--- src/rtl/ram_init_sequencer.sv ---
// Zero-initialisation sequencer: sweeps one shared write port over NUM_CLIENTS RAMs
// during the reset window, honouring per-client backpressure and reporting busy/done/abort.
module ram_init_sequencer #(
    parameter int                    NUM_CLIENTS = 4,
    parameter int                    ENTRY_NUM   = 1024,
    parameter int                    DATA_WIDTH  = 64,
    parameter logic [DATA_WIDTH-1:0] INIT_VALUE  = '0,
    localparam int                   AW          = $clog2(ENTRY_NUM),
    localparam int                   CW          = (NUM_CLIENTS > 1) ? $clog2(NUM_CLIENTS) : 1
) (
    input  logic                   clk,
    input  logic                   rst,
    input  logic                   initReq,
    input  logic [NUM_CLIENTS-1:0] wrReady,
    output logic [NUM_CLIENTS-1:0] we,
    output logic [AW-1:0]          wrAddr,
    output logic [DATA_WIDTH-1:0]  wrData,
    output logic                   busy,
    output logic                   done,
    output logic                   abort
);

    typedef enum logic [1:0] {
        ST_IDLE  = 2'd0,
        ST_SWEEP = 2'd1,
        ST_DONE  = 2'd2
    } state_t;

    localparam logic [AW-1:0] LAST_ADDR   = AW'(ENTRY_NUM - 1);
    localparam logic [CW-1:0] LAST_CLIENT = CW'(NUM_CLIENTS - 1);

    state_t                   state_r;
    state_t                   next_state_s;
    logic [CW-1:0]            client_r;
    logic [CW-1:0]            next_client_s;
    logic [AW-1:0]            addr_r;
    logic [AW-1:0]            next_addr_s;
    logic                     abort_r;
    logic                     next_abort_s;
    logic [NUM_CLIENTS-1:0]   client_dec_s;
    logic                     sel_ready_s;

    // One-hot decode of the current client and selection of its ready bit
    always_comb begin
        client_dec_s = '0;
        sel_ready_s  = 1'b0;
        for (int i = 0; i < NUM_CLIENTS; i++) begin
            client_dec_s[i] = (client_r == CW'(i));
            sel_ready_s     = sel_ready_s | (client_dec_s[i] & wrReady[i]);
        end
    end

    // State, counter and abort-pulse registers; rst overrides everything
    always_ff @(posedge clk) begin
        if (rst) begin
            state_r  <= ST_IDLE;
            client_r <= '0;
            addr_r   <= '0;
            abort_r  <= 1'b0;
        end else begin
            state_r  <= next_state_s;
            client_r <= next_client_s;
            addr_r   <= next_addr_s;
            abort_r  <= next_abort_s;
        end
    end

    // Next-state logic; a dropped initReq outranks write-acceptance bookkeeping
    always_comb begin
        next_state_s  = state_r;
        next_client_s = client_r;
        next_addr_s   = addr_r;
        next_abort_s  = 1'b0;
        case (state_r)
            ST_IDLE: begin
                if (initReq) begin
                    next_state_s  = ST_SWEEP;
                    next_client_s = '0;
                    next_addr_s   = '0;
                end else begin
                    next_state_s  = ST_IDLE;
                end
            end
            ST_SWEEP: begin
                if (!initReq) begin
                    next_state_s  = ST_IDLE;
                    next_client_s = '0;
                    next_addr_s   = '0;
                    next_abort_s  = 1'b1;
                end else if (sel_ready_s) begin
                    if (addr_r != LAST_ADDR) begin
                        next_addr_s = addr_r + AW'(1);
                    end else if (client_r != LAST_CLIENT) begin
                        next_addr_s   = '0;
                        next_client_s = client_r + CW'(1);
                    end else begin
                        next_state_s = ST_DONE;
                    end
                end else begin
                    next_state_s = ST_SWEEP;
                end
            end
            ST_DONE: begin
                next_state_s = ST_DONE;
            end
            default: begin
                next_state_s  = ST_IDLE;
                next_client_s = '0;
                next_addr_s   = '0;
            end
        endcase
    end

    // Output decode straight from registered state (no extra pipeline stage)
    always_comb begin
        we     = '0;
        wrAddr = '0;
        if (state_r == ST_SWEEP) begin
            we     = client_dec_s;
            wrAddr = addr_r;
        end else begin
            we     = '0;
            wrAddr = '0;
        end
    end

    assign wrData = INIT_VALUE;
    assign busy   = (state_r == ST_SWEEP);
    assign done   = (state_r == ST_DONE);
    assign abort  = abort_r;

endmodule
--- config.mk ---
export PLATFORM = sky130hd
export DESIGN_NAME = ram_init_sequencer
export DESIGN_NICKNAME = d
export VERILOG_FILES = /design/src/rtl/ram_init_sequencer.sv
export SDC_FILE = /design/constraint.sdc
export NUM_CORES = 1
export LEC_CHECK = 0
export CELL_PAD_IN_SITES_DETAIL_PLACEMENT = 2
export CELL_PAD_IN_SITES_GLOBAL_PLACEMENT = 2
export CORE_AREA = 5 5 71 138
export CTS_BUF_LIST = sky130_fd_sc_hd__clkbuf_8
export DETAILED_ROUTE_END_ITERATION = 10
export DIE_AREA = 0 0 76 143
export GPL_TIMING_DRIVEN = 0
export PLACE_DENSITY = 0.86
export SLEW_MARGIN = 10
export SYNTH_ARGS = -nofsm -noshare
export SYNTH_HDL_FRONTEND = slang
export SYNTH_SLANG_ARGS = --single-unit
--- constraint.sdc ---
create_clock -name clk -period 1.6 [get_ports clk]
set_input_delay 0.4 -clock clk [delete_from_list [all_inputs] [get_ports clk]]
set_output_delay 0.4 -clock clk [all_outputs]
set_load 0.05 [all_outputs]
== Yosys cells after proc, flatten, opt, wreduce, memory -nomap -nowiden ==
Index checks and enable logic that the tools add are counted.
Widths: inputs -> output; s select.

* Register bits after elaboration: 15
* Input port bits: 7
* Output and inout bits: 81
* Logic and storage cells: 56

* Add/sub/neg operators: 2
* Equal/unequal tests: 14
* Mux-type cells: 21
* Bitwise gates (word level): 9
* Reduce and logical (&&, ||, !) cells: 6

{| class="wikitable"
|+ Operators by type and width
! operator !! count
|-
| $mux 10 || 6
|-
| $pmux 10 s3 || 1
|-
| $mux 2 || 9
|-
| $pmux 2 s3 || 2
|-
| $add 10x1->10 const B || 1
|-
| $ne 10x10->1 const B || 1
|-
| $ne 4x4->1 const B || 2
|-
| $eq 2x2->1 const B || 3
|-
| $ne 3x2->1 const B || 2
|-
| $reduce_and 5->1 || 1
|-
| $and 1x1->1 || 4
|-
| $eq 2x1->1 const B || 2
|-
| $logic_not 2->1 || 2
|-
| $mux 4 || 1
|-
| $ne 2x2->1 const B || 2
|-
| $ne 4x2->1 const B || 1
|-
| $reduce_and 4->1 || 1
|-
| $ne 3x3->1 const B || 1
|-
| $or 1x1->1 || 3
|-
| $add 2x1->2 const B || 1
|-
| $mux 1 || 2
|-
| $not 1->1 || 2
|-
| $reduce_and 2->1 || 1
|-
| $reduce_or 2->1 || 1
|}

== Longest topological paths before layout ==
Gate-level depths: netlist (run 1).

* Depth after elaboration: 8
* Mapped depth: 6

== Least setup slack after synthesis (run 1) ==
No wires, ideal clock.

* Path kind: register to output
* Start point: reg state_r[0]
* End point: out wrAddr[0]
* Arrival: 1,862 ps
* Slack: -662 ps
* Cell stages (with the launch flop): 5
* Cell sequence: dfxtp_1 > buf_2 > nor2b_1 > clkbuf_1 > and2_1

* Word-level cells in the longest chain between the ends: 2

{| class="wikitable"
|+ RTL lines
! item !! line !! RTL
|-
| start, declared || 32 || <nowiki>state_t state_r;</nowiki>
|-
| start signal, assigned || 61 || <nowiki>state_r <= next_state_s;</nowiki>
|-
| $eq 2x1->1 || -- ||
|-
| via busy || 18 || <nowiki>output logic busy,</nowiki>
|-
| $mux 10 || 118 || <nowiki>if (state_r == ST_SWEEP) begin</nowiki>
|-
| end, declared || 16 || <nowiki>output logic [AW-1:0] wrAddr,</nowiki>
|}

The timed path passes the listed nets, and every way through them passes these cells.

== Worst setup path after layout (run 1) ==
* Start point: reg state_r[0]
* End point: out wrAddr[1]

* Word-level cells in the longest chain between the ends: 2

{| class="wikitable"
|+ RTL lines
! item !! line
|-
| $eq 2x1->1 || 118
|-
| $mux 10 || 118
|}

Every way passes these cells.

==> results.py, run 1 <==
metrics = {
    "run_status": {
        "status": "complete, but fails checks",
        "violations": "negative setup slack",
    },
    "critical_path": {
        "r2r-end": "addr_r[4]",
        "rr_startpoint": "client_r[1]",
        "cp-start-kind": "flop",
        "r2r_cells": 7,
        "arrival_ps": 1380,
        "required_ps": 1200,
        "endpoint": "wrAddr[1]",
        "critPathLaunch": "state_r[0]",
        "worstSetupPathType": "reg2out",
        "critPathMaxFanout": 6,
        "rrSetupSlack_ps": -100,
        "worstSetupEndpointType": "output port",
    },
    "placement": {
        "gp_congestion": 0.794,
        "io_buffers": 23,
        "dp_hpwl_mm": 4.29,
        "place_ws_ps": -855,
        "place_area_um2": 2140,
    },
    "floorplan": {
        "core_area_um2": 8590,
        "num_rows": 48,
        "start_util": 0.175,
        "ios": 88,
        "die_h_um": 143,
        "design.die.area_um2": 10900,
        "die_width_um": 76,
    },
    "global_routing": {
        "busiest_layer": "met2",
        "grt_first_pass_wirelength_mm": 9.85,
        "track_usage": 0.113,
        "grt_max_degree": 10,
        "grt_remaining_overflow": 0,
        "grt.met1_usage": 0.0937,
        "grt_pass1_vias": 1845,
        "antenna_found_initial": 0,
        "grt.met3_usage": 0.0278,
        "gr-usage-met2": 0.247,
    },
    "yosys": {
        "synth_top_area_share": 0.319,
        "synth_area_leader_cell": "buf_4",
        "netlist_instances": 189,
        "yosys_warnings": 0,
        "synth-edff-count": 0,
        "synth.area.top_cells": "buf_4 32%, dfxtp_1 20%, and2_1 6.2%",
        "synthArstFlopShare": 0,
        "ys.flop_type": "dfxtp_1",
        "yosysUniqueCellTypes": 41,
        "synth.avg_cell_area_um2": 7.96,
        "yosysSeqAreaShare": 0.200,
        "yosys_register_bits": 15,
        "syn_area_um2": 1510,
    },
    "final_layout": {
        "antennaDiodeCount": 0,
        "utilization": 0.324,
        "nets": 319,
        "final_cell_area_um2": 2790,
        "area_growth_pct": 85.1,
        "drive_gt1_frac": 0.556,
    },
    "run": {
        "cap_violations": 0,
    },
    "power_and_ir_drop": {
        "ir_drop_v": 0.000241,
        "combPwrFrac": 0.481,
        "power_switching_share": 0.465,
        "p_clk_frac": 0.250,
        "seqPwrFrac": 0.270,
        "power_switching_uw": 641,
        "p_per_area_nw_per_um2": 495,
        "power_uw": 1380,
        "p_int_uw": 738,
        "cellLeakagePower_uw": 0.00132,
    },
    "drt": {
        "dr.first_iter.drc_count": 37,
        "dr.pass1.iters": 4,
        "drc": 0,
        "vias": 1615,
        "routed_via_density": 3.98,
        "antenna_left": 0,
        "post_drt_wl_per_cell_um": 16.6,
        "postRouteWirelength_mm": 6.75,
    },
    "timing": {
        "post-route-period-util": 1.11,
        "fin_crit_ps": 1780,
        "final_hold_viol_count": 0,
        "setup-tns-final_ps": -2470,
        "rsz0062_at_grt": "yes",
        "finalSetupViolCount": 22,
        "fmax_ghz": 0.562,
        "worstMarginPinSlew_ps": 521,
        "worst_slack_ps": -179,
        "maxSlewViolCount": 0,
        "skew_ps": 7.18,
        "max-slew-margin-rel": 0.654,
    },
    "clock_network": {
        "path_clk_slew_ps": 80,
        "clock_sinks": 15,
        "clock_latency_ps": 260,
        "htree_levels": 1,
        "cts_hold_buf": 0,
        "root_buffer": "clkbuf_8",
        "cts_tree": "yes",
        "cts_buffers": 3,
        "clk_path_buf_depth": 2,
    },
    "worst_hold_path": {
        "min_from": "addr_r[3]",
        "hp-class": "reg2reg",
        "hold_depth": 2,
    },
}
-- cell usage after synthesis, types with 2 or more instances --
master    number
nand3b_1       4
a31oi_1        4
and2_1        15
buf_4         64
a22oi_1        2
nand3_1        8
nor2_1         2
dfxtp_1       15
and3_1         3
buf_6          2
nor3_1         3
o21ai_1        4
and4_1         2
nand4_1        2
a21oi_1        3
o211ai_1       6
inv_1         11
nand2_1        8
nor2b_1        4
o211ai_2       2
ha_1           5
-- worst min path at each step --
stage | to | slack [ps]
after floorplan | addr_r[1] | 470
after global placement | addr_r[1] | 490
after detailed placement | addr_r[1] | 500
after CTS | addr_r[3] | 530
after global routing | addr_r[9] | 600
final | addr_r[3] | 560
-- kinds of logic after synthesis --
logic type / count (synthesis) / share of synthesized area
buf+inv: 79 / 0.367
xor+xnor: 1 / 0.00582
other cells: 1 / 0.00249
fa+ha+maj: 5 / 0.0416
mux: 1 / 0.00665
flops: 15 / 0.200
compound gates: 30 / 0.149
simple gates: 57 / 0.228
-- routing by layer --
layer,part of all wire,vias to the layer above
met2,0.61,74
met4,0.026,0
met5,0,-
met1,0.31,771
met3,0.059,11
li1,-,759
-- worst max-delay path, cell delays in order, from the launching register on --
cell and delay [ps]:
dfxtp_2 360, nor2b_4 300, buf_8 170, and2_4 150
buf_8 140
-- placed cells by master (no fill, tap or decap), drive strengths merged, types with 4 or more instances in the layout --
| cell | instances |
|---|---|
| buf | 111 |
| nand3b | 4 |
| a31oi | 4 |
| nand2 | 8 |
| nand3 | 8 |
| o21ai | 4 |
| ha | 5 |
| dfxtp | 15 |
| o211ai | 8 |
| and2 | 15 |
| inv | 11 |
| dlygate4sd2 | 7 |
| conb | 64 |
| nor2b | 4 |
-- stage by stage --
step / hold slack (ps) / std cells
after floorplan: 472 / 252
final: 564 / 406
after global placement: 490 / 375
after CTS: 531 / 397
after detailed placement: 500 / 375
after global routing: 601 / 406
-- registers in the layout, indices dropped and copies added (netlist names) --
register  flops
client_r      2
addr_r       10
state_r       2
abort         1
-- power by group through the flow --
| stage | combinational (uW) | clock, uW | sequential [uW] |
|---|---|---|---|
| floorplan | 509 | 0 | 390 |
| global placement | 554 | 0 | 388 |
| detailed placement | 558 | 0 | 388 |
| CTS | 607 | 332 | 374 |
| global route | 695 | 373 | 372 |
| finish | 663 | 344 | 372 |
-- what timing repair did --
action	4_1_cts	5_1_grt
gates resized for setup	185	26
gates cloned	1	0
pin swaps	15	16
endpoints found under the setup margin	31	28
buffers inserted	17	11
-- area by class of cell --
cell class | count | area [um^2]
multi-input combinational | 158 | 1180
inverter | 11 | 46.3
timing repair buffer | 52 | 554
clock buffer | 3 | 41.3
sequential | 15 | 327
clock inverter | 1 | 5.00
tap | 100 | 125
buffer | 66 | 507
fill | 991 | 5800
No activity file was read; power rests on OpenSTA's default activity.
==> run 2, diff against run 1 <==
Settings changed: CTS_CLUSTER_DIAMETER set to 40, SKIP_LAST_GASP set to 1.
==> run 2 against run 1 <==
  * The run still ends with negative setup slack left
  * Clock skew is 4.4 ps lower
  * Via count increased by 3.4%
  * Sequential power barely moved
  * Sequential share of layout area decreased by 0.21 points
  * Largest cell class unchanged
==> results.py, run 2 (same netlist as run 1, synthesis figures left out) <==
metrics = {
    "run_status": {
        "status": "complete, but fails checks",
        "violations": "negative setup slack",
    },
    "drt": {
        "dr.first_iter.drc_count": 14,
        "antenna_left": 0,
        "vias": 1670,
        "postRouteWirelength_mm": 7.14,
        "routed_via_density": 4.04,
        "dr.pass1.iters": 5,
        "drc": 0,
        "post_drt_wl_per_cell_um": 17.3,
    },
    "global_routing": {
        "track_usage": 0.114,
        "grt_pass1_vias": 1895,
        "grt_max_degree": 10,
        "grt_remaining_overflow": 0,
        "antenna_found_initial": 0,
        "grt_first_pass_wirelength_mm": 9.97,
    },
    "power_and_ir_drop": {
        "p_int_uw": 741,
        "seqPwrFrac": 0.268,
        "p_clk_frac": 0.244,
        "ir_drop_v": 0.000224,
        "power_switching_share": 0.462,
        "power_switching_uw": 637,
        "p_per_area_nw_per_um2": 478,
        "cellLeakagePower_uw": 0.00137,
        "combPwrFrac": 0.487,
    },
    "floorplan": {
        "die_width_um": 76,
        "design.die.area_um2": 10900,
        "start_util": 0.175,
        "core_area_um2": 8590,
        "num_rows": 48,
        "die_h_um": 143,
        "ios": 88,
    },
    "critical_path": {
        "rrSetupSlack_ps": -100,
        "arrival_ps": 1370,
        "slowest_stage": "dfxtp_4",
        "cp_common_cell": "buf_8",
        "slowest_delay_ps": 380,
        "critPathLaunch": "state_r[1]",
        "rr_startpoint": "client_r[0]",
        "cp-start-kind": "flop",
        "critPathMaxFanout": 6,
        "crit_chain": "nor2b_4 -> buf_8 -> and2_4 -> buf_8",
        "worstSetupEndpointType": "output port",
        "worstSetupPathType": "reg2out",
        "path_buf_inv": 2,
        "cpLargestDelayFamily": "simple AND/OR/NAND/NOR gates",
        "required_ps": 1200,
    },
    "clock_network": {
        "cts_tree": "yes",
        "root_buffer": "clkbuf_8",
        "clock_sinks": 15,
        "path_clk_slew_ps": 70,
        "clk_path_buf_depth": 2,
        "cts_hold_buf": 0,
        "cts_buffers": 3,
        "htree_levels": 1,
        "clock_latency_ps": 260,
    },
    "final_layout": {
        "finalNonFillerCells": 413,
        "largest_registers": "addr_r: 10 flops, client_r: 2 flops, state_r: 2 flops",
        "area_growth_pct": 91.4,
        "layout_common_cells": "89 x buf_4, 64 x conb_1, 17 x buf_8, 13 x and2_4, 10 x buf_6",
        "top_register": "addr_r",
        "antennaDiodeCount": 0,
        "largest_reg_flops": 10,
        "layout_commonest_cell": "buf_4",
        "drive_gt1_frac": 0.578,
        "nets": 326,
    },
    "timing": {
        "maxSlewViolCount": 0,
        "rsz0062_at_grt": "yes",
        "worst_slack_ps": -168,
        "fin_crit_ps": 1770,
        "final_hold_viol_count": 0,
        "post-route-period-util": 1.10,
        "fmax_ghz": 0.566,
        "hold_slack_ps": 556,
        "skew_ps": 2.78,
        "finalSetupViolCount": 24,
    },
    "placement": {
        "io_buffers": 23,
        "place_inst": 375,
        "dp_hpwl_mm": 4.29,
        "gp_congestion": 0.794,
    },
    "worst_hold_path": {
        "min_from": "addr_r[6]",
        "hp-class": "reg2reg",
    },
    "run": {
        "cap_violations": 0,
    },
}
## run 2: path summary, 6_finish.rpt
path                                    end  depth (start not counted)
worst min-delay path              addr_r[6]                          2
worst max-delay path              wrAddr[0]                          4
worst min register to register    addr_r[6]                          2
worst max register to register  client_r[0]                          7
## run 2: power by group through the flow
stage,combinational [uW],clock [uW],sequential (uW)
final,672,337,370
after global routing,704,354,370
after CTS,606,332,374
after detailed placement,558,0,388
after global placement,554,0,388
after floorplan,509,0,390
## run 2: worst min-delay path: stages (launching register included)
cell,delay [ps]
dfxtp_2,350
inv_1,70
o211ai_1,90
## run 2: final cells by class
class,instances,area (um^2)
well taps,100,125
plain buffers,67,518
inverters,11,48.8
repair buffers,58,621
fillers,969,5710
clock buffers,3,41.3
clock inverters,1,5.00
multi-input cells,158,1190
flip-flops and latches,15,332
## run 2: metrics by stage
step                setup WS, ps  power, uW  utilization  setup TNS [ps]  area, um^2
floorplan                  -37.4        899            -            -262        1790
global placement            -763        942        0.250          -17190        2140
detailed placement          -855        946        0.250          -18680        2140
CTS                         -224       1310        0.303           -2740        2600
global route                -211       1430        0.336           -3650        2880
finish                      -168       1380        0.336           -2390        2880
## run 2: routing by layer
layer,vias to the layer above,global-route usage,part of all wire
li1,770,-,-
met1,807,0.0879,0.31
met2,78,0.255,0.61
met3,15,0.0297,0.056
met4,0,0.0385,0.028
met5,-,0,0
## run 2: repair_timing
action	CTS	global route
setup endpoints to repair	31	28
gates cloned	1	0
buffers inserted	17	17
gates resized for setup	183	36
pin swaps	10	21
